## config.mk

```make
export PLATFORM = sky130hd
export DESIGN_NAME = value_to_ascii_stream
export DESIGN_NICKNAME = d
export VERILOG_FILES = /design/src/rtl/ascii_pkg.sv /design/src/rtl/nibble_to_ascii.sv /design/src/rtl/value_to_ascii_stream.sv
export SDC_FILE = /design/constraint.sdc
export NUM_CORES = 1
export LEC_CHECK = 0
export CAP_MARGIN = 20
export CORE_MARGIN = 2
export CORE_UTILIZATION = 47
export DETAILED_ROUTE_END_ITERATION = 7
export PLACE_DENSITY_LB_ADDON = 0.12
export SLEW_MARGIN = 20
export SYNTH_ARGS = -nofsm -noshare
export SYNTH_HDL_FRONTEND = slang
export SYNTH_SLANG_ARGS = --single-unit
```

## constraint.sdc

```tcl
create_clock -name clk -period 2.9 [get_ports clk]
set_clock_uncertainty 0.1 [all_clocks]
set_input_delay 0.58 -clock clk [delete_from_list [all_inputs] [get_ports clk]]
set_output_delay 0.58 -clock clk [all_outputs]
set_load 0.005 [all_outputs]
```

## src/rtl/ascii_pkg.sv

```systemverilog
// rtl/ascii_pkg.sv - shared ASCII constants and streaming FSM state encoding
package ascii_pkg;

    localparam logic [7:0] ASCII_ZERO    = 8'h30;
    localparam logic [7:0] ASCII_UPPER_A = 8'h41;
    localparam logic [7:0] ASCII_LOWER_A = 8'h61;
    localparam logic [7:0] ASCII_CR      = 8'h0D;
    localparam logic [7:0] ASCII_LF      = 8'h0A;

    typedef enum logic [1:0] {
        ST_IDLE    = 2'd0,
        ST_DIGITS  = 2'd1,
        ST_TERM_CR = 2'd2,
        ST_TERM_LF = 2'd3
    } state_e;

endpackage

```

## src/rtl/nibble_to_ascii.sv

```systemverilog
// rtl/nibble_to_ascii.sv - combinational hex nibble to ASCII digit converter
module nibble_to_ascii
    import ascii_pkg::*;
#(
    parameter bit UPPERCASE = 1'b1
) (
    input  logic [3:0] nibble,
    output logic [7:0] ascii
);

    logic [7:0] alpha_base;

    always_comb begin
        alpha_base = UPPERCASE ? ASCII_UPPER_A : ASCII_LOWER_A;
        if (nibble < 4'd10) begin
            ascii = ASCII_ZERO + {4'h0, nibble};
        end else begin
            ascii = alpha_base + {4'h0, nibble} - 8'd10;
        end
    end

endmodule

```

## src/rtl/value_to_ascii_stream.sv

```systemverilog
// rtl/value_to_ascii_stream.sv - streams a latched value as hex ASCII bytes, MSD first, optional CR/LF
module value_to_ascii_stream
    import ascii_pkg::*;
#(
    parameter int NIBBLES   = 8,
    parameter bit UPPERCASE = 1'b1,
    parameter bit TERM_CRLF = 1'b1
) (
    input  logic                 clk,
    input  logic                 reset,
    input  logic [4*NIBBLES-1:0] value_in,
    input  logic                 start,
    input  logic                 suppress_zeros,
    output logic [7:0]           char_out,
    output logic                 char_valid,
    input  logic                 char_ready,
    output logic                 busy,
    output logic                 done
);

    localparam int VW   = 4 * NIBBLES;
    localparam int IDXW = (NIBBLES > 1) ? $clog2(NIBBLES) : 1;

    state_e            state_q, state_d;
    logic [IDXW-1:0]   idx_q, idx_d;
    logic [VW-1:0]     value_q, value_d;
    logic [7:0]        char_q, char_d;
    logic              done_q, done_d;

    logic [IDXW-1:0]   lead_idx;
    logic [IDXW-1:0]   start_idx;
    logic [IDXW-1:0]   next_idx;
    logic [3:0]        conv_nib;
    logic [7:0]        conv_char;
    logic              xfer;

    // Highest nonzero nibble wins; an all-zero value falls back to index 0.
    always_comb begin
        lead_idx = '0;
        for (int i = 0; i < NIBBLES; i++) begin
            if (value_in[4*i +: 4] != 4'h0) begin
                lead_idx = IDXW'(i);
            end
        end
    end

    always_comb begin
        start_idx = suppress_zeros ? lead_idx : IDXW'(NIBBLES - 1);
        next_idx  = (idx_q == '0) ? '0 : idx_q - IDXW'(1);
        // One converter serves both the first digit (from value_in) and each following digit.
        if (state_q == ST_IDLE) begin
            conv_nib = 4'(value_in >> {start_idx, 2'b00});
        end else begin
            conv_nib = 4'(value_q >> {next_idx, 2'b00});
        end
    end

    nibble_to_ascii #(
        .UPPERCASE (UPPERCASE)
    ) u_nibble_to_ascii (
        .nibble (conv_nib),
        .ascii  (conv_char)
    );

    assign char_valid = (state_q != ST_IDLE);
    assign busy       = (state_q != ST_IDLE);
    assign char_out   = char_q;
    assign done       = done_q;
    assign xfer       = char_valid & char_ready;

    always_comb begin
        state_d = state_q;
        idx_d   = idx_q;
        value_d = value_q;
        char_d  = char_q;
        done_d  = 1'b0;
        case (state_q)
            ST_IDLE: begin
                if (start) begin
                    value_d = value_in;
                    idx_d   = start_idx;
                    char_d  = conv_char;
                    state_d = ST_DIGITS;
                end
            end
            ST_DIGITS: begin
                if (xfer) begin
                    if (idx_q == '0) begin
                        if (TERM_CRLF) begin
                            state_d = ST_TERM_CR;
                            char_d  = ASCII_CR;
                        end else begin
                            state_d = ST_IDLE;
                            done_d  = 1'b1;
                        end
                    end else begin
                        idx_d  = next_idx;
                        char_d = conv_char;
                    end
                end
            end
            ST_TERM_CR: begin
                if (xfer) begin
                    state_d = ST_TERM_LF;
                    char_d  = ASCII_LF;
                end
            end
            ST_TERM_LF: begin
                if (xfer) begin
                    state_d = ST_IDLE;
                    done_d  = 1'b1;
                end
            end
            default: state_d = ST_IDLE;
        endcase
    end

    always_ff @(posedge clk) begin
        if (reset) begin
            state_q <= ST_IDLE;
            idx_q   <= '0;
            value_q <= '0;
            char_q  <= 8'h00;
            done_q  <= 1'b0;
        end else begin
            state_q <= state_d;
            idx_q   <= idx_d;
            value_q <= value_d;
            char_q  <= char_d;
            done_q  <= done_d;
        end
    end

endmodule

```

# ---- After elaboration in Yosys (flattened, before gate mapping)
# Cells that the tools add are included.
dict set report classes {
  n_addsub 4
  order_cmp 1
  eq_ne 9
  shift 2
  mux 27
  n_bitwise 2
  reduce_logical 17
}
# operator n
set op_table {}
lappend op_table {{$shr A32 B5 Y4} 2}
lappend op_table {{$mux W8} 5}
lappend op_table {{$mux W3} 11}
lappend op_table {{$reduce_bool A4 Y1} 7}
lappend op_table {{$pmux W8 S3} 1}
lappend op_table {{$ne A2 B2 Y1 const B} 6}
lappend op_table {{$mux W2} 5}
lappend op_table {{$add A7 B4 Y8 const A} 1}
lappend op_table {{$pmux W2 S4} 1}
lappend op_table {{$reduce_and A4 Y1} 2}
lappend op_table {{$sub A8 B4 Y8 const B} 1}
lappend op_table {{$add A6 B4 Y7 const A} 1}
lappend op_table {{$pmux W3 S2} 1}
lappend op_table {{$reduce_and A5 Y1} 1}
lappend op_table {{$eq A2 B2 Y1 const B} 2}
lappend op_table {{$lt A4 B4 Y1 const B} 1}
lappend op_table {{$mux W4} 1}
lappend op_table {{$reduce_bool A2 Y1} 2}
lappend op_table {{$logic_not A3 Y1} 1}
lappend op_table {{$reduce_bool A3 Y1} 1}
lappend op_table {{$sub A3 B1 Y3 const B} 1}
lappend op_table {{$eq A2 B1 Y1 const B} 1}
lappend op_table {{$logic_not A2 Y1} 1}
lappend op_table {{$mux W1} 2}
lappend op_table {{4 further kinds} 4}
dict set report totals {
  register_bits 46
  inputBits 37
  word_cells 67
}

# ---- Longest topological paths before layout
# Gate-level depths: netlist of run 1.
dict set report depth {
  depth_word 17
  depth_mapped 12
}

# ---- Hierarchy
# A second synthesis of run 1 with hierarchy kept.
dict set report unflattened {
  hier_cells 331
  hier_area_um2 2466.1
}
# mod n_inst cells_per_inst area_per_inst_um2 seq_area_each_um2
set modules_own_cells {}
lappend modules_own_cells {value_to_ascii_stream 1 315 2361.0 840.8}
lappend modules_own_cells {nibble_to_ascii 1 16 105.1 0.0}

# ---- Least setup slack after synthesis of run 1
# OpenSTA, ideal clock, no wires.
dict set report synth_path {
  kind {input to register}
  startpoint {input value_in[8]}
  endpoint {register char_q[1], in the netlist char_out[1]}
  arrival_time_ns 2.788
  required_ns 2.726
  slack_ns -0.062
  path_stages 10
  cell_sequence {or4_4 -> o211a_1 -> o21ai_0 -> a21oi_1 -> a2111o_1 -> o21ai_1 -> ha_1 -> a21oi_1 -> o21ai_1 -> a31oi_1}
}
dict set report synth_via {
  elab_chain_len 16
}
# element line_no
set synth_lines {}
lappend synth_lines {{from (decl)} value_to_ascii_stream.sv:11} ;# input logic [4*NIBBLES-1:0] value_in,
lappend synth_lines {{$reduce_bool A4 Y1} value_to_ascii_stream.sv:41} ;# if (value_in[4*i +: 4] != 4'h0) begin
lappend synth_lines {{$mux W3 (6 in series)} value_to_ascii_stream.sv:41}
lappend synth_lines {{$mux W3} value_to_ascii_stream.sv:48} ;# start_idx = suppress_zeros ? lead_idx : IDXW'(NIBBLES - 1);
lappend synth_lines {{$shr A32 B5 Y4 (*)} value_to_ascii_stream.sv:52} ;# conv_nib = 4'(value_in >> {start_idx, 2'b00});
lappend synth_lines {{$mux W4 (*)} value_to_ascii_stream.sv:51} ;# if (state_q == ST_IDLE) begin
lappend synth_lines {{$add A7 B4 Y8} nibble_to_ascii.sv:18} ;# ascii = alpha_base + {4'h0, nibble} - 8'd10;
lappend synth_lines {{$sub A8 B4 Y8} nibble_to_ascii.sv:18}
lappend synth_lines {{$mux W8 (*)} nibble_to_ascii.sv:15} ;# if (nibble < 4'd10) begin
lappend synth_lines {{$mux W8} value_to_ascii_stream.sv:88} ;# if (idx_q == '0) begin
lappend synth_lines {{$mux W8} value_to_ascii_stream.sv:87} ;# if (xfer) begin
lappend synth_lines {{$pmux W8 S3 (*)} value_to_ascii_stream.sv:77} ;# case (state_q)
lappend synth_lines {{to (signal assigned)} value_to_ascii_stream.sv:129} ;# char_q <= char_d;
lappend synth_lines {{to (decl)} value_to_ascii_stream.sv:27} ;# logic [7:0] char_q, char_d;
# Mark *: on every way between the ends. The rest lies on a longest branch, timed or not. The select of a mux whose other input is x is not followed.
# A chain may end at the register's enable or synchronous reset.

# ---- Final worst setup path of run 1
dict set report layout_path {
  startpoint {input value_in[20]}
  endpoint {register char_q[0], in the netlist char_out[0]}
}
dict set report layout_via {
  elab_chain_len 13
}
# element line_no
set layout_lines {}
lappend layout_lines {{$reduce_bool A4 Y1} value_to_ascii_stream.sv:41}
lappend layout_lines {{$mux W3 (3 in series)} value_to_ascii_stream.sv:41}
lappend layout_lines {{$mux W3} value_to_ascii_stream.sv:48}
lappend layout_lines {{$shr A32 B5 Y4 (*)} value_to_ascii_stream.sv:52}
lappend layout_lines {{$mux W4 (*)} value_to_ascii_stream.sv:51}
lappend layout_lines {{$add A7 B4 Y8} nibble_to_ascii.sv:18}
lappend layout_lines {{$sub A8 B4 Y8} nibble_to_ascii.sv:18}
lappend layout_lines {{$mux W8 (*)} nibble_to_ascii.sv:15}
lappend layout_lines {{$mux W8} value_to_ascii_stream.sv:88}
lappend layout_lines {{$mux W8} value_to_ascii_stream.sv:87}
lappend layout_lines {{$pmux W8 S3 (*)} value_to_ascii_stream.sv:77}
# Marks and branches as above.

==> metrics.yaml, run 1 <==
setup.worst_path.class: "in2reg"
postSynthCellCount: 337
fraction_of_the_cycle_the_final_worst_path_needs_pct: 99.40
viasPerCell: 5.934
clk_transition_reported_paths_ns: 0.09
synthesis.nets: 379
cts_inserted_buffers: 5
dieHeight_um: 77.66
synth_enable_flop_cells: 0
layout.cells.most_common_list: "71 x nand2_1, 70 x buf_4, 42 x a21oi_1"
post_detail_place_hpwl_mm: 6.719
postSynth.asyncResetShare_pct: 0
tritoncts: "done"
fin_util_pct: 77.21
synth_to_layout_area_growth_pct: 56.62
worst_path_largest_cell_delay_ns: 0.57
setup-tns-final_ns: 0
drt_first_pass_iters: 6
dieWidth_um: 77.66
netlist_area_sq_um: 2550
h-tree-depth: 2
fp.coreArea_sq_um: 5172
place_congestion: 0.9429
std_cell_rows: 26
finalSetupViolations: 0
crit_path_end_kind: "register"
cp.arrival_ns: 2.97
remaining_drc_errors: 0
synth_mux_area_share_pct: 3.582
antenna_cells: 0
final-instance-count-excl-fill: 519
relSlewSlack_pct: 66.72
post_synth_xor_area_fraction_pct: 0.3435
yosysWarningCount: 0
netlist_top_cells_area: "dfxtp_1 32%, nand2_1 11%, a21oi_1 8.8%, mux2i_1 3.1%, clkbuf_1 2.6%"
yosys_register_bits: 41
antenna_violations_before_repair: 0
final_hold_viol_count: 0
p_leak_nw: 1.598
final_period_minus_worst_setup_slack_ns: 2.883
critical_path_required_ns: 2.99
layout_cells_sized_above_1_pct: 32.29
timing.fmax_ghz: 0.3469
synth-seq-area-share_pct: 32.19
mostFrequentLayoutCell: "nand2_1"
io_buffers: 46
timing.max_cap.violations: 0
ys.flop_type: "dfxtp_1"
p_total_mw: 3.146
critical_path.max_fanout: 3
synth_compound_gate_area_share_pct: 30.47
grt_pass1_vias: 2874
synth-adder-area-share_pct: 2.453
grt_first_pass_wirelength_mm: 14.43
start_util_pct: 49.30
timing.final.max_slew_violations: 0
detail-route-antenna-nets: 0
dp_cell_count: 497
holdCritPathClass: "reg2reg"
grt_start_max_net_pins: 35
post_drt_wl_per_cell_um: 18.47
start_kind: "primary input"
dr.first_iter.drc_count: 309
worst_max_slew_pin_slew_ns: 0.4962
clk_latency_ns: 0.30
pre_cts_ws_ns: -0.6045
yosys.area.top_type: "dfxtp_1"
fillCellCount: 361
gr-usage-all-layers_pct: 30.67
final_instance_area_sq_um: 3994
die-area_sq_um: 6030
power.density_cell_area_nw_per_um2: 787.7
synth_top_family_by_area: "compound AO/OA/AOI/OAI gates"
synthesis.area_per_instance_sq_um: 7.567
whs_ns: 0.3595
cts.sink_count: 41
critPathMostFrequentCell: "a31oi_4"
worst_ir_drop_vdd_v: 0.0006432
placedInstanceArea_sq_um: 3522
floorplan.io_pins: 48
critical_path.slowest_cell: "or4_4"
clockRootBuffer: "clkbuf_8"
nNetsFinal: 490
yosys.cell_types.count: 63
finalWorstSetupSlack_ns: 0.01729
drt_wl_total_mm: 9.584
post_synth_and_or_nand_nor_area_fraction_pct: 25.66
grt_overflow_total: 0
clk_path_buf_depth: 2
outcome: "complete, no violations"
vias: 3080
cells_along_the_critical_path: "dlygate4sd2_1 > or4_4 > nor2_1 > nand3_2 > a311oi_2 > a31oi_4 > a31oi_4 > xor2_1 > a21oi_1"
synth_top_cell_area_share_pct: 32.19
cells by family after synthesis:
group	after synthesis
other	1
and+or+nand+nor	135
muxes	9
adders and majority gates	5
AOI/OAI and AO/OA	113
DFF	41
buffers and inverters	32
xor gates and xnor gates	1
worst max-delay path: cells and delay by family:
kind	cells	cell delay, ns
XOR/XNOR	1	0.19
buffers and inverters	1	0.26
AND/OR/NAND/NOR	3	1.05
AO/OA/AOI/OAI	4	0.90
cells in the mapped netlist, types with 2 or more instances:
cell type and number:
and2_1 3, a21oi_1 45, or4_4 2, a21boi_2 2
dfxtp_1 41, nor3b_1 2, a211o_1 2, o21ai_1 4
o211ai_1 4, nor2_1 17, inv_1 8, nand3b_1 2
a2bb2oi_1 2, and3_1 2, a31oi_1 5, or3_1 3
nand2b_1 3, a211oi_1 6, buf_2 2, a21o_1 3
o21ai_0 12, clkbuf_1 18, nand3_1 8, nor3_1 7
or4_1 3, nand2_1 72, o21a_1 3, nand4_1 4
buf_4 2, o2111ai_1 2, o211a_1 3, nor4_1 3
ha_1 5, mux2i_1 8
metal layers:
layer	share of wire (%)	up-vias	global-route usage [%]
met4	2.8	0	10.00
li1	-	1446	-
met3	6.7	34	6.047
met5	0	-	0
met2	50	147	53.53
met1	41	1453	37.63
cell type report:
| type | count | area (sq um) | area share (%) |
|---|---|---|---|
| Sequential cell | 41 | 820.8 | 20.55 |
| Clock inverter | 2 | 37.54 | 0.9398 |
| Clock buffer | 6 | 82.58 | 2.068 |
| Timing Repair Buffer | 127 | 1095 | 27.41 |
| Tap cell | 70 | 87.58 | 2.193 |
| Inverter | 9 | 35.03 | 0.8772 |
| Multi-Input combinational cell | 264 | 1836 | 45.96 |
flip-flops by register name, indices dropped and copies added, names as in the netlist:
register / cells
value_q: 28
idx_q: 3
char_out: 7
done: 1
state_q: 2
power by group:
group          switching, mW  internal [mW]
logic                   1.00          0.828
clock network          0.223          0.280
registers              0.106          0.705
path summary, 6_finish.rpt:
path	start	end	slack, ns	depth (start not counted)
setup reg to reg	state_q[0]$_SDFFE_PP0P_	char_out[1]$_SDFFE_PP0P_	0.36	10
hold reg to reg	value_q[16]$_SDFFE_PP0P_	value_q[16]$_SDFFE_PP0P_	0.36	2
setup / recovery	value_in[20]	char_out[0]$_SDFFE_PP0P_	0.02	9
hold / removal	value_q[16]$_SDFFE_PP0P_	value_q[16]$_SDFFE_PP0P_	0.36	2
what timing repair did:
item / in CTS / in global routing
hold buffers: 0 / 0
pin swaps: 30 / 33
setup buffers: 6 / 8
endpoints found under the setup margin: 7 / 7
gates resized for setup: 49 / 54
Note: power is estimated with default switching activity, not from simulation.
==> inputs of run 2 (changes only) <==
- CORE_MARGIN: 2 -> 5
==> run 2 against run 1 <==
Against the previous run: count of clock-buffer cells in the layout shrank 1; largest power group unchanged; die area grew 16%; critical endpoint is now char_out[6]$_SDFFE_PP0P_; sequential share of layout area shrank 0.19 points; global-route usage shrank 4.9 points; cell area grew 0.91%.
==> metrics.yaml, run 2 (synthesized netlist as in run 1, its figures left out) <==
outcome: "complete, no violations"
dieWidth_um: 83.66
start_kind: "primary input"
tritoncts: "done"
start_util_pct: 49.30
timing.max_cap.violations: 0
floorplan.io_pins: 48
synth_to_layout_area_growth_pct: 58.05
post_drt_wl_per_cell_um: 18.44
pre_cts_ws_ns: -0.6600
remaining_drc_errors: 0
dp_cell_count: 499
antenna_violations_before_repair: 0
cp.arrival_ns: 2.99
final_period_minus_worst_setup_slack_ns: 2.886
io_buffers: 46
place_congestion: 1.020
drt_first_pass_iters: 4
drt_wl_total_mm: 9.536
die-area_sq_um: 6998
worst_max_slew_pin_slew_ns: 0.5739
clk_path_buf_depth: 2
clk_transition_reported_paths_ns: 0.08
grt_overflow_total: 0
cts_inserted_buffers: 5
critical_path.max_fanout: 5
setup.worst_path.class: "in2reg"
cts.sink_count: 41
grt_pass1_vias: 2984
post_detail_place_hpwl_mm: 6.610
largest_reg_flops: 28
grt_start_max_net_pins: 32
p_leak_nw: 1.617
worst_ir_drop_vdd_v: 0.0007339
clockRootBuffer: "clkbuf_8"
finalSetupViolations: 0
dieHeight_um: 83.66
viasPerCell: 5.917
relSlewSlack_pct: 61.45
vias: 3059
timing.fmax_ghz: 0.3465
fillCellCount: 368
holdCritPathClass: "reg2reg"
nNetsFinal: 488
layout_cells_sized_above_1_pct: 32.21
clk_latency_ns: 0.30
grt_first_pass_wirelength_mm: 14.68
std_cell_rows: 26
crit_path_end_kind: "register"
h-tree-depth: 2
top_register: "value_q"
fp.coreArea_sq_um: 5172
timing.final.max_slew_violations: 0
critical_path_required_ns: 3.00
fraction_of_the_cycle_the_final_worst_path_needs_pct: 99.53
total_area_of_multi_input_combinational_cells_sq_um: 1866
final-instance-count-excl-fill: 517
seqCellArea_sq_um: 820.8
antenna_cells: 0
power.density_cell_area_nw_per_um2: 794.7
detail-route-antenna-nets: 0
finalWorstSetupSlack_ns: 0.01367
fin_util_pct: 77.91
layout.cells.most_common_list: "71 x nand2_1, 67 x buf_4, 41 x a21oi_1, 41 x dfxtp_1, 24 x clkdlybuf4s50_1"
final_hold_viol_count: 0
gr-usage-all-layers_pct: 25.73
mostFrequentLayoutCell: "nand2_1"
dr.first_iter.drc_count: 230
## run 2: worst paths after layout
kind	from	endpoint	slack, ns	cells past startpoint
setup / recovery	value_in[19]	char_out[6]$_SDFFE_PP0P_	0.01	10
hold / removal	value_q[25]$_SDFFE_PP0P_	value_q[25]$_SDFFE_PP0P_	0.36	2
setup reg to reg	state_q[0]$_SDFFE_PP0P_	char_out[6]$_SDFFE_PP0P_	0.39	11
hold reg to reg	value_q[25]$_SDFFE_PP0P_	value_q[25]$_SDFFE_PP0P_	0.36	2
## run 2: report_power, final
part	switching (mW)	total [mW]	internal, mW
clock network	0.211	0.553	0.342
registers	0.113	0.817	0.705
logic	0.995	1.83	0.838
## run 2: worst max-delay path: stages
cell and delay (ns):
dlygate4sd2_1 0.25, or4_4 0.51, a21boi_4 0.29, buf_6 0.16, nand3_1 0.13, a311oi_4 0.28
a31oi_4 0.17, and2_4 0.22, o21a_4 0.12, o41ai_4 0.27
## run 2: stage by stage
stage	cell area, sq um	power [mW]	setup TNS (ns)	hold WS, ns
final	4030	3.203	0	0.3569
after CTS	3861	3.049	0	0.3565
after detailed placement	3550	2.417	-4.159	0.3450
after global routing	4030	3.399	-0.1888	0.3778
after global placement	3550	2.391	-3.872	0.3409
after floorplan	2567	1.787	-0.009043	0.3310
## run 2: timing repair
action	CTS	global route
pin swaps	25	37
endpoints found under the setup margin	7	7
buffers inserted	5	5
gates resized for setup	49	48
hold buffers	0	0
## run 2: final cells by class
class	instances	area share, %
clock buffer	5	1.708
clock inverter	3	1.614
inverter	9	0.8693
multi-input combinational	264	46.29
sequential	41	20.37
tap	70	2.173
timing repair buffer	125	26.98
## run 2: routing by layer
layer / vias up / wire [um] / GRT usage [%] / share of wire [%]
met5: - / 0 / 0 / 0
met4: 0 / 289 / 9.942 / 3.0
met2: 134 / 4685 / 43.53 / 49
met1: 1452 / 4015 / 31.74 / 42
li1: 1441 / - / - / -
met3: 32 / 545 / 5.528 / 5.7
